==> src/rtl/uart_rx_display_ctrl.sv <==
// Readout controller between the UART RX FIFO and the two-digit hex display.
// Debounced button press -> single FIFO pop -> latch byte into msd/lsd; sticky RX error.
//
// state  | meaning
// -------+----------------------------------------------------------
// IDLE   | waiting for an accepted press
// POP    | fifo_rd_en high for exactly this cycle
// WAIT   | counting down RD_LATENCY cycles, latch read data on last
module uart_rx_display_ctrl #(
    parameter int DEBOUNCE_CYCLES = 8,
    parameter int RD_LATENCY      = 1
) (
    input  logic       CLK,
    input  logic       reset,
    input  logic       display_next,
    input  logic       fifo_empty,
    input  logic [7:0] fifo_rd_data,
    input  logic       rx_error,
    output logic       fifo_rd_en,
    output logic [3:0] data_out_msd,
    output logic [3:0] data_out_lsd,
    output logic       error,
    output logic       rx_hold,
    output logic       underflow
);

    localparam int DB_W = $clog2(DEBOUNCE_CYCLES + 1);
    localparam int WT_W = (RD_LATENCY > 1) ? $clog2(RD_LATENCY) : 1;
    localparam logic [DB_W-1:0] DB_LAST = DB_W'(DEBOUNCE_CYCLES - 1);
    localparam logic [WT_W-1:0] WT_LOAD = WT_W'(RD_LATENCY - 1);

    typedef enum logic [1:0] {
        ST_IDLE,
        ST_POP,
        ST_WAIT
    } state_t;

    state_t state, state_nxt;

    logic            sync1, sync2;
    logic            stable;
    logic [DB_W-1:0] db_cnt;
    logic            press;
    logic [WT_W-1:0] wait_cnt, wait_cnt_nxt;
    logic            underflow_nxt;
    logic            latch;

    always_ff @(posedge CLK) begin
        if (reset) begin
            sync1 <= 1'b0;
            sync2 <= 1'b0;
        end else begin
            sync1 <= display_next;
            sync2 <= sync1;
        end
    end

    // Any cycle where the synchronised level agrees with the stable level restarts the count.
    always_ff @(posedge CLK) begin
        if (reset) begin
            stable <= 1'b0;
            db_cnt <= '0;
            press  <= 1'b0;
        end else begin
            press <= 1'b0;
            if (sync2 == stable) begin
                db_cnt <= '0;
            end else if (db_cnt == DB_LAST) begin
                stable <= ~stable;
                db_cnt <= '0;
                press  <= ~stable;
            end else begin
                db_cnt <= db_cnt + DB_W'(1);
            end
        end
    end

    always_ff @(posedge CLK) begin
        if (reset) begin
            state        <= ST_IDLE;
            wait_cnt     <= '0;
            underflow    <= 1'b0;
            data_out_msd <= 4'h0;
            data_out_lsd <= 4'h0;
        end else begin
            state     <= state_nxt;
            wait_cnt  <= wait_cnt_nxt;
            underflow <= underflow_nxt;
            if (latch) begin
                data_out_msd <= fifo_rd_data[7:4];
                data_out_lsd <= fifo_rd_data[3:0];
            end
        end
    end

    always_comb begin
        state_nxt     = state;
        wait_cnt_nxt  = wait_cnt;
        underflow_nxt = 1'b0;
        latch         = 1'b0;
        case (state)
            ST_IDLE: begin
                if (press) begin
                    if (fifo_empty) begin
                        underflow_nxt = 1'b1;
                    end else begin
                        state_nxt = ST_POP;
                    end
                end
            end
            ST_POP: begin
                state_nxt    = ST_WAIT;
                wait_cnt_nxt = WT_LOAD;
            end
            ST_WAIT: begin
                if (wait_cnt == '0) begin
                    latch     = 1'b1;
                    state_nxt = ST_IDLE;
                end else begin
                    wait_cnt_nxt = wait_cnt - WT_W'(1);
                end
            end
            default: state_nxt = ST_IDLE;
        endcase
    end

    assign fifo_rd_en = (state == ST_POP);

    always_ff @(posedge CLK) begin
        if (reset) begin
            error <= 1'b0;
        end else if (rx_error) begin
            error <= 1'b1;
        end
    end

    assign rx_hold = error;

endmodule

==> config.mk <==
export PLATFORM = sky130hd
export DESIGN_NAME = uart_rx_display_ctrl
export DESIGN_NICKNAME = d
export VERILOG_FILES = /design/src/rtl/uart_rx_display_ctrl.sv
export SDC_FILE = /design/constraint.sdc
export NUM_CORES = 1
export LEC_CHECK = 0
export CAP_MARGIN = 0
export CORE_MARGIN = 5
export CORE_UTILIZATION = 42
export CTS_CLUSTER_DIAMETER = 120
export CTS_CLUSTER_SIZE = 12
export DETAILED_ROUTE_END_ITERATION = 12
export HOLD_SLACK_MARGIN = 0.02
export PLACE_DENSITY = 0.83
export SETUP_SLACK_MARGIN = 0.2
export SYNTH_ARGS = -nofsm -noshare
export SYNTH_HDL_FRONTEND = slang
export SYNTH_SLANG_ARGS = --single-unit
==> constraint.sdc <==
create_clock -name CLK -period 1.1 [get_ports CLK]
set_input_delay 0.33 -clock CLK [delete_from_list [all_inputs] [get_ports CLK]]
set_output_delay 0.33 -clock CLK [all_outputs]
set_load 0.01 [all_outputs]
# After elaboration in Yosys (flattened, before gate mapping)
# Index checks and enable logic that the tools add are counted.
# W data, S select, Z words.
[word_totals] register_bits=21 input_bits=13 out_inout_bits=12
[classes] n_addsub=2 eq_ne=7 n_mux=9 bitwise=5 n_reduce_logical=7
[op_table] op="$reduce_or A3 Y1" n=3
[op_table] op="$mux W2" n=3
[op_table] op="$ne A2 B2 Y1 const B" n=3
[op_table] op="$pmux W2 S3" n=1
[op_table] op="$not A1 Y1" n=5
[op_table] op="$add A4 B1 Y4 const B" n=1
[op_table] op="$eq A4 B3 Y1 const B" n=1
[op_table] op="$mux W1" n=4
[op_table] op="$reduce_and A3 Y1" n=1
[op_table] op="$eq A2 B1 Y1 const B" n=1
[op_table] op="$eq A2 B2 Y1 const B" n=1
[op_table] op="$logic_not A2 Y1" n=1
[op_table] op="$pmux W1 S2" n=1
[op_table] op="$reduce_and A2 Y1" n=1
[op_table] op="$reduce_bool A2 Y1" n=1
[op_table] op="$eq A1 B1 Y1" n=1
[op_table] op="$sub A1 B1 Y1 const B" n=1

# Logic depth before layout (Yosys ltp)
[logic_depth] word_depth=3 depth_mapped=4

# Worst setup path after synthesis
# OpenSTA, ideal clock, no wires.
[synth_timing] path_kind="flip-flop to flip-flop" from="reg db_cnt[0]" to="reg stable" setup_time_ns=0.117 t_arrival_ns=0.859 t_required_ns=0.983 setup_slack_ns=0.124 path_stages_with_launch=5 path_cell_list="dfxtp_1 > ha_1 > nand3b_2 > mux2i_1 > nor2_1"
[synth_between] elab_chain_cells=2
[synth_rtl] element="from (decl)" line_no="42" rtl="logic [DB_W-1:0] db_cnt;"
[synth_rtl] element="from (signal assigned)" line_no="73" rtl="db_cnt <= db_cnt + DB_W'(1);"
[synth_rtl] element="$eq A4 B3 Y1" line_no="68" rtl="end else if (db_cnt == DB_LAST) begin"
[synth_rtl] element="$reduce_and A2 Y1 (no source line)"
[synth_rtl] element="to (signal assigned)" line_no="69" rtl="stable <= ~stable;"
[synth_rtl] element="to (decl)" line_no="41" rtl="logic stable;"
# Every way passes these cells.
# A chain may end at the register's enable or synchronous reset.

# Final worst setup path
[layout_timing] from="reg state[0]" to="reg data_out_msd[1]"
[layout_between] elab_chain_cells=2
[layout_rtl] element="from (decl)" line_no="38" rtl="state_t state, state_nxt;"
[layout_rtl] element="from (signal assigned)" line_no="86" rtl="state <= state_nxt;"
[layout_rtl] element="$eq A2 B2 Y1" line_no="101" rtl="case (state)"
[layout_rtl] element="$mux W1" line_no="101"
[layout_rtl] element="to (signal assigned)" line_no="90" rtl="data_out_msd <= fifo_rd_data[7:4];"
[layout_rtl] element="to (decl)" line_no="20" rtl="output logic [3:0] data_out_msd,"
# Every way passes these cells.

==> results.txt <==
----------------------------------------------------
[Outcome]
  Status ... complete, but fails checks
  Failing checks ... negative setup slack

[Yosys]
  Share of synthesized area occupied by flip-flops and latches ... a little over half
  Netlist Area Pre-Place ... 731 um2
  Fraction of post-synthesis cell area in the top cell type by area ... ~55%
  Most common library cells after synthesis ... dfxtp_1, nor2_1, mux2i_1
  Yosys warning total ... 0
  Gate count of the mapped netlist ... 64
  #FFs+latches synth ... 20
  Number of enable-type register cells in the synthesized netlist ... 0
  Most used flip-flop cell after synthesis ... dfxtp_1
  Top area cells in the synthesized netlist ... dfxtp_1, mux2i_1, nor2_1
  Top-count cell post-synth ... dfxtp_1
  Synthesized netlist net count ... 78
  Average footprint of a synthesized cell ... around 11 um2
  Biggest area consumer among synthesized cells ... dfxtp_1
  Async SR Flop Fraction ... 0%
  Post-synth cell types ... 19

[Floorplanning]
  Core region area ... between 1500 and 2000 um2
  Row count ... 15
  Die area ... 2670 um2
  Initial core utilization ... 43.3%
  Overall die height ... ~52 um
  Die width ... 51.7 um
  Top-level port count ... 25

[Placed design]
  Placed insts ... about 110
  Standard cell area after detailed placement ... a little over 1000 um2
  DPL Wire Length ... between 1000 and 1500 um
  Worst setup slack after placement ... -0.211 ns
  # port buffers ... 24
  Routability-driven placement congestion ratio ... 0.731

[Drt]
  Drt drc ... 0
  Routed WL per cell ... about 13 um
  1st-pass router iterations ... 2
  Post-route antenna net violation count ... 0
  Routed via count divided by cell count ... 4.70
  Aggregate routed wire length ... between 1500 and 2000 um
  Count of vias placed by the detailed router ... 555
  1st-iter DRT viols ... 2

[Clocking]
  Clock tree from TritonCTS ... built
  Reg clk slew, reported paths ... 0.11 ns
  Sink Count ... 20
  Maximum clock insertion buffer count ... 2
  CTS H-tree depth ... 1
  CTS buffer count ... 3
  Buffer cell driving the clock tree root ... clkbuf_4
  Insertion delay to the later sink of the worst-skew pair ... 0.28 ns
  Total of hold buffers inserted after clock tree synthesis ... 0

[Timing]
  Fin Hold WS ... approximately 0.45 ns
  Number of failing hold endpoints at the final stage ... 0
  Crit share post-route ... 110%
  Fmax ... 0.825 GHz
  Final min period ... roughly 1.2 ns
  Setup repair after global routing missed its margin ... yes
  Setup TNS ... -0.700 ns
  Final worst clock skew ... about 0.006 ns
  Count of final setup violators ... 9
  Final WS setup ... -0.112 ns
  Actual transition at the worst max-transition pin ... roughly 0.18 ns
  Final number of max-transition violations ... 0
  Worst slew margin relative to its limit ... between 80 and 90%

[GRT]
  Via count of the first global-routing pass ... 529
  Pin count of the biggest net entering global routing ... 12
  Antenna violations before repair ... 0
  Tot GR Track Use ... 11.0%
  Wire length of the first global-routing pass ... ~2200 um
  Overall overflow remaining after global route ... 0

[Critical path]
  Cell-by-cell trace of the critical path ... buf_6, buf_6, buf_6, nand2b_4, mux2i_1, nor2_1
  Worst Setup End Kind ... flip-flop
  Reg2reg setup slack ... -0.11 ns
  Worst setup path category ... flip-flop to flip-flop
  Number of cells traversed by the worst register-to-register path ... 6
  Required time of the critical path ... around 1.3 ns
  Element type at the critical path start ... flip-flop
  Critical Path Fanout Max ... 8
  Most frequent cell on the critical path ... buf_6
  Critical path arrival ... around 1.4 ns
  Critical Path Slowest Stage Cell ... dfxtp_2
  CP peak stage delay ... between 0.3 and 0.4 ns

[Finish]
  Number of nets in the finished design ... around 120
  Fraction of layout instances using a drive strength above 1 ... between 40% and 50%
  Post-layout instance count excluding filler cells ... between 100 and 150
  Total non-filler cell area in the finished layout ... between 1000 and 1500 um2
  P&R area growth vs syn ... 59.4%
  ANT cells ... 0

[Hold path]
  Hold path depth ... 1
  Class of the most critical hold timing path ... flip-flop to flip-flop

[Job]
  Max_cap viols ... 0

[Pwr]
  Total power per unit cell area ... 1050 nW/um2
  Static leakage ... 0.000603 uW
  Max rail drop VDD ... around 0.85 mV

----------------------------------------------------
==> registers in the layout, indices dropped and copies added (netlist names) <==
name / cells
sync2: 1
underflow: 1
error: 1
db_cnt: 4
data_out_lsd: 4
state: 2
press: 1
data_out_msd: 4
stable: 1
sync1: 1
==> area by class of cell <==
cell class                      count  area, um2
Fill cell                         135        524
Multi-Input combinational cell     40        334
Timing Repair Buffer               36        353
Clock buffer                        4       36.3
Inverter                            1       3.75
Sequential cell                    20        417
Tap cell                           17       21.3
==> critical path: cells and delay by family, from the launching register on <==
kind                   cells  cell delay [ns]
buffers and inverters      3             0.31
multiplexers               1             0.21
flip-flops                 1             0.34
AND/OR/NAND/NOR            2             0.25
==> kinds of logic after synthesis <==
| kind of cell | synth area share, % |
|---|---|
| simple gates | 22.6 |
| flops | 54.8 |
| mux | 12.3 |
| buf+inv | 4.97 |
| xor+xnor | 3.60 |
| fa+ha+maj | 1.71 |
==> what timing repair did <==
| item | in CTS | in global routing |
|---|---|---|
| setup buffers | 6 | 1 |
| setup endpoints to repair | 32 | 29 |
| pin swaps | 3 | 3 |
| resized for setup | 72 | 5 |
| cloned | 0 | 0 |
==> power by group <==
part           internal (uW)  total, uW  switching [uW]
clock                    201        403             201
combinational           60.7       88.0            27.3
sequential               731        737            5.57
==> cells in the final DEF (no fill, tap or decap), drive strengths merged, types with 2 or more instances in the layout <==
cell type and count:
nand3b 2, nor2 15, nor2b 3, clkdlybuf4s50 11, xor2 3, dfxtp 20, mux2i 9, buf 24
clkbuf 4
==> final timing paths <==
check           start               to
min reg2reg     sync1            sync2
max          state[0]  data_out_msd[1]
max reg2reg  state[0]  data_out_msd[1]
min             sync1            sync2
==> metal layers <==
metal	vias up	track usage (%)	routed length [um]
li1	282	-	-
met1	255	11.7	588
met2	16	20.1	829
met3	2	2.58	100
met4	0	5.24	19
met5	-	0	0
==> stage by stage <==
step	total power [uW]	utilization, %
after floorplan	774	-
after global placement	835	60.5
after detailed placement	837	60.5
after CTS	1240	66.9
after global routing	1280	69.0
final	1230	69.0
No activity file was read; power rests on OpenSTA's default activity.
